==> config.mk <==
export PLATFORM = sky130hd
export DESIGN_NAME = pipe_stage_reg
export DESIGN_NICKNAME = d
export VERILOG_FILES = /design/src/rtl/pipe_pkg.sv /design/src/rtl/sat_counter.sv /design/src/rtl/pipe_stage_reg.sv
export SDC_FILE = /design/constraint.sdc
export NUM_CORES = 1
export LEC_CHECK = 0
export ABC_AREA = 0
export BUFFER_PORTS_ARGS = -buffer_cell sky130_fd_sc_hd__buf_2
export CAP_MARGIN = 20
export CORE_MARGIN = 2
export CORE_UTILIZATION = 50
export DETAILED_ROUTE_END_ITERATION = 10
export GPL_TIMING_DRIVEN = 1
export HOLD_SLACK_MARGIN = 0.1
export PLACE_DENSITY = 0.74
export RECOVER_POWER = 100
export SLEW_MARGIN = 25
export SYNTH_ARGS = -nofsm -noshare
export SYNTH_HDL_FRONTEND = slang
export SYNTH_SLANG_ARGS = --single-unit
==> constraint.sdc <==
create_clock -name clk -period 2.2 [get_ports clk]
set_input_delay 0.44 -clock clk [delete_from_list [all_inputs] [get_ports clk]]
set_output_delay 0.44 -clock clk [all_outputs]
set_load 0.02 [all_outputs]
==> src/rtl/pipe_pkg.sv <==
// Shared definitions for the pipeline stage registers: default payload widths,
// the bubble (NOP) encoding and the occupancy states of a skid-buffered stage.
package pipe_pkg;

    localparam int unsigned INSTR_W = 32;
    localparam int unsigned PC_W    = 32;

    localparam logic [31:0] NOP_BUBBLE = 32'h0000_0000;

    // EMPTY: nothing held; ONE: main entry only; FULL: main and skid entries.
    typedef enum logic [1:0] {
        ST_EMPTY = 2'd0,
        ST_ONE   = 2'd1,
        ST_FULL  = 2'd3
    } stage_state_e;

endpackage

==> src/rtl/sat_counter.sv <==
// Saturating up-counter with synchronous active-high reset; holds at all-ones.
module sat_counter #(
    parameter int unsigned W = 16
) (
    input  logic         clk,
    input  logic         reset,
    input  logic         inc,
    output logic [W-1:0] cnt
);

    logic [W-1:0] cnt_q;
    logic [W-1:0] cnt_d;

    always_comb begin
        cnt_d = cnt_q;
        if (inc && (cnt_q != '1)) begin
            cnt_d = cnt_q + 1'b1;
        end
    end

    always_ff @(posedge clk) begin
        if (reset) begin
            cnt_q <= '0;
        end else begin
            cnt_q <= cnt_d;
        end
    end

    assign cnt = cnt_q;

endmodule

==> src/rtl/pipe_stage_reg.sv <==
// Pipeline stage register with valid/ready handshake, synchronous flush,
// optional skid entry (registered in_ready) and a saturating bubble counter.
module pipe_stage_reg
    import pipe_pkg::*;
#(
    parameter int unsigned          DATA_W = INSTR_W + PC_W,
    parameter logic [DATA_W-1:0]    BUBBLE = DATA_W'(NOP_BUBBLE),
    parameter bit                   SKID   = 1'b1,
    parameter int unsigned          CNT_W  = 16
) (
    input  logic              clk,
    input  logic              reset,
    input  logic              in_valid,
    input  logic [DATA_W-1:0] in_data,
    output logic              in_ready,
    output logic              out_valid,
    output logic [DATA_W-1:0] out_data,
    input  logic              out_ready,
    input  logic              flush,
    output logic [CNT_W-1:0]  bubble_cnt
);

    if (SKID) begin : g_skid

        stage_state_e      state_q, state_d;
        logic [DATA_W-1:0] main_data_q, main_data_d;
        logic [DATA_W-1:0] skid_data_q, skid_data_d;
        logic              in_ready_q, in_ready_d;
        logic              accept;
        logic              drain;

        assign accept = in_valid & in_ready_q;
        assign drain  = (state_q != ST_EMPTY) & out_ready;

        always_comb begin
            state_d     = state_q;
            main_data_d = main_data_q;
            skid_data_d = skid_data_q;

            unique case (state_q)
                ST_EMPTY: begin
                    if (accept) begin
                        state_d     = ST_ONE;
                        main_data_d = in_data;
                    end
                end
                ST_ONE: begin
                    if (accept && !drain) begin
                        state_d     = ST_FULL;
                        skid_data_d = in_data;
                    end else if (accept && drain) begin
                        main_data_d = in_data;
                    end else if (drain) begin
                        state_d     = ST_EMPTY;
                        main_data_d = BUBBLE;
                    end
                end
                ST_FULL: begin
                    if (drain) begin
                        state_d     = ST_ONE;
                        main_data_d = skid_data_q;
                        skid_data_d = BUBBLE;
                    end
                end
                default: begin
                    state_d     = ST_EMPTY;
                    main_data_d = BUBBLE;
                    skid_data_d = BUBBLE;
                end
            endcase

            // A drain in the flush cycle has already been sampled downstream,
            // so flush only has to discard whatever would remain afterwards.
            if (flush) begin
                state_d     = ST_EMPTY;
                main_data_d = BUBBLE;
                skid_data_d = BUBBLE;
            end

            in_ready_d = (state_d != ST_FULL);
        end

        always_ff @(posedge clk) begin
            if (reset) begin
                state_q     <= ST_EMPTY;
                main_data_q <= BUBBLE;
                skid_data_q <= BUBBLE;
                in_ready_q  <= 1'b1;
            end else begin
                state_q     <= state_d;
                main_data_q <= main_data_d;
                skid_data_q <= skid_data_d;
                in_ready_q  <= in_ready_d;
            end
        end

        assign in_ready  = in_ready_q;
        assign out_valid = (state_q != ST_EMPTY);
        assign out_data  = main_data_q;

    end else begin : g_single

        logic              valid_q, valid_d;
        logic [DATA_W-1:0] data_q, data_d;
        logic              ready_c;
        logic              accept;
        logic              drain;

        assign ready_c = ~valid_q | out_ready;
        assign accept  = in_valid & ready_c;
        assign drain   = valid_q & out_ready;

        always_comb begin
            valid_d = valid_q;
            data_d  = data_q;
            if (flush) begin
                valid_d = 1'b0;
                data_d  = BUBBLE;
            end else if (accept) begin
                valid_d = 1'b1;
                data_d  = in_data;
            end else if (drain) begin
                valid_d = 1'b0;
                data_d  = BUBBLE;
            end
        end

        always_ff @(posedge clk) begin
            if (reset) begin
                valid_q <= 1'b0;
                data_q  <= BUBBLE;
            end else begin
                valid_q <= valid_d;
                data_q  <= data_d;
            end
        end

        assign in_ready  = ready_c;
        assign out_valid = valid_q;
        assign out_data  = data_q;

    end

    sat_counter #(
        .W (CNT_W)
    ) u_bubble_cnt (
        .clk   (clk),
        .reset (reset),
        .inc   (out_ready & ~out_valid),
        .cnt   (bubble_cnt)
    );

endmodule
==> qor.csv <==
metric;value;unit
routed vias;5238;
Synth Warn #;0;
run status;finished, final reports clean;
hold path cells;3;
gpl congestion;0.8470;
Max clock buf depth;2;
worst path required time;2.54;ns
DRT antenna net count;0;
Post-Synthesis Cells;621;
most frequent cells in the layout;dfxtp_1 (147), clkbuf_1 (85), nor2_1 (72), buf_2 (68);
Layout area overhead;22.53;%
DR pass1 iterations;5;
final setup fails;0;
Pins Over Slew Limit;0;
met3 WL post-DR;932;µm
Critical R2R Capture;out_data[30];
antenna violations before repair;0;
DRC violations left;0;
Inserted Clock Buffers;17;
Post-CTS Hold Fix Bufs;0;
sequential element share of the synthesized area;48.09;%
Hold Path Class;in -> reg;
met2 wire len;6955;µm
H-tree level count;4;
TNS Setup;0;ns
Ant. Diodes;0;
WHS Endpoint;out_data[13];
period utilisation layout;89.75;%
number of gates resized after CTS;0;
maximum vdd drop;0.0004815;V
commonest non-fill, non-tap cell in the layout;dfxtp_1;
Max Cap Violations;0;
Critical-path top delay cell;dfxtp_1;
fmax;0.5065;GHz
Slew HR;34.34;%
CP Max Fanout;48;
Port Buffers;150;
Slew @ Worst Pin;0.9849;ns
Period minus WS final;1.974;ns
number of global-route vias before repair;5213;
reg2reg setup slack;0.23;ns
Worst setup EP type;flop;
metal1 wirelength;6707;µm
final WL;14860;µm
I/O pin count;151;
Global Route Usage Sum;23.65;%
CP Cell Sequence;and2b_1, a21oi_1, nor2_4, buf_6, o2bb2ai_1;
Final Hold Viols;0;
global route total overflow;0;
initial drt markers;534;
Stages on worst setup path;5;
total power;6017;µW
Post-synth ARST share;0;%
Die ar.;13140;µm²
via/cell ratio;5.750;
Final Instance Area;7498;µm²
pwr/cell area;802.4;nW/µm²
DP Area;7038;µm²
average wire per standard cell;16.32;µm
first-pass GRT wire length;25050;µm
arrival time worst endpoint;2.32;ns
path depth of the worst reg2reg path;5;
placeable core area;11960;µm²
Post-synth EDFFs;0;
post-synth net total;691;
postcts setup bufs;0;
Filler Cell Count;1007;
CP Class;reg -> reg;
HP Start;in_data[13];
Max Used Layer;met4;
Final HPWL DP;9295;µm
Die Ht;114.6;µm
FP Rows;40;
skew final;0.01260;ns
flops & latches, synth;147;
RSZ-0062 raised after global routing;false;
Post-Synthesis Cell Area;6120;µm²
Buf+Inv Stages, Crit Path;1;
CP Launch Type;flop;
die width;114.6;µm
Nets;821;
Reg clk slew, reported paths;0.06;ns
layout cells sized above 1;15.84;%
largest net degree at the start of global routing;66;
clock latency on the worst-skew pair;0.42;ns
RR Startpoint;g_skid.state_q[0];
Synth Flop Type;dfxtp_1;
Starting Density;51.16;%
CP max stage delay;0.55;ns
clk sinks;147;
Avg Cell Area, Syn;9.854;µm²
TritonCTS clock tree;done;
Pleak;0.002705;µW
Clock Tree Root;clkbuf_16;
Synth cell types;39;
Worst path top cell family by delay;simple AND/OR/NAND/NOR gates;
-- cells by family after synthesis --
kind of cell | after synthesis | share of synthesized area, %
DFF | 147 | 48.09
AOI/OAI and AO/OA | 160 | 19.93
muxes | 67 | 11.00
buffers and inverters | 53 | 3.660
and+or+nand+nor | 193 | 17.11
adders and majority gates | 1 | 0.2044
-- metrics by stage --
stage / std cells / utilization [%] / worst slack, ns / hold WS, ns
4_1_cts: 911 / 63.70 / 0.2161 / 0.3110
3_3_place_gp: 879 / 58.84 / 0.3106 / 0.4385
2_1_floorplan: 621 / - / 0.3425 / 0.4608
6_report: 911 / 62.69 / 0.2256 / 0.3197
5_1_grt: 911 / 62.69 / 0.04781 / 0.3289
3_5_place_dp: 879 / 58.84 / 0.2585 / 0.4409
-- cells in the mapped netlist (2+ instances only) --
cell	instances	area (µm²)
o21ai_0	7	35.03
o2bb2ai_1	64	560.5
and2_1	61	381.6
dfxtp_1	147	2943
and3_1	2	12.51
or4_1	5	37.54
inv_1	2	7.510
or3_1	7	43.79
buf_2	8	40.04
nor4_1	2	12.51
nor2b_1	2	12.51
or2_2	2	12.51
nor3_1	2	10.01
nand2_1	9	33.78
nand4_1	7	43.79
and2_0	4	25.02
a21oi_1	18	90.09
nand3_1	6	30.03
nor2_1	73	274.0
mux2i_1	65	650.6
and4_1	2	17.52
clkbuf_1	40	150.1
o31ai_1	6	45.04
a22oi_1	64	480.5
buf_6	2	22.52
-- metal layers --
layer / track usage (%) / up-vias
met5: 0 / -
met4: 9.512 / 0
met3: 6.564 / 19
met2: 38.50 / 172
met1: 29.63 / 2522
li1: - / 2525
-- final cells by class --
class	instances	area, µm²	share of cell area [%]
inverter	2	7.507	0.1001
sequential	147	2943	39.25
multi-input combinational	421	2978	39.71
clock buffer	23	478.0	6.374
tap	147	183.9	2.453
timing repair buffer	162	804.5	10.73
clock inverter	9	103.9	1.385
-- how the worst max path moves through the flow --
stage / endpoint / startpoint
2_1_floorplan: u_bubble_cnt.cnt[1] / u_bubble_cnt.cnt[0]
3_3_place_gp: g_skid.skid_data_q[47] / g_skid.state_q[0]
3_5_place_dp: g_skid.skid_data_q[17] / g_skid.state_q[0]
4_1_cts: g_skid.skid_data_q[27] / g_skid.state_q[0]
5_1_grt: u_bubble_cnt.cnt[10] / g_skid.state_q[1]
6_report: out_data[30] / g_skid.state_q[0]
-- tightest hold or removal path, stage by stage --
cell and delay [ns]:
buf_2 0.08, a22oi_1 0.06, o2bb2ai_1 0.13
-- sequential cells by signal (all words and copies together) (netlist names) --
| name | flops |
|---|---|
| g_skid.state_q | 2 |
| in_ready | 1 |
| g_skid.skid_data_q | 64 |
| out_data | 64 |
| u_bubble_cnt.cnt | 16 |
-- where the power goes --
part / switching (µW) / internal, µW
Clock: 1080 / 1750
Sequential: 30.3 / 2710
Combinational: 274 / 166
Note: power is estimated with default switching activity, not from simulation.
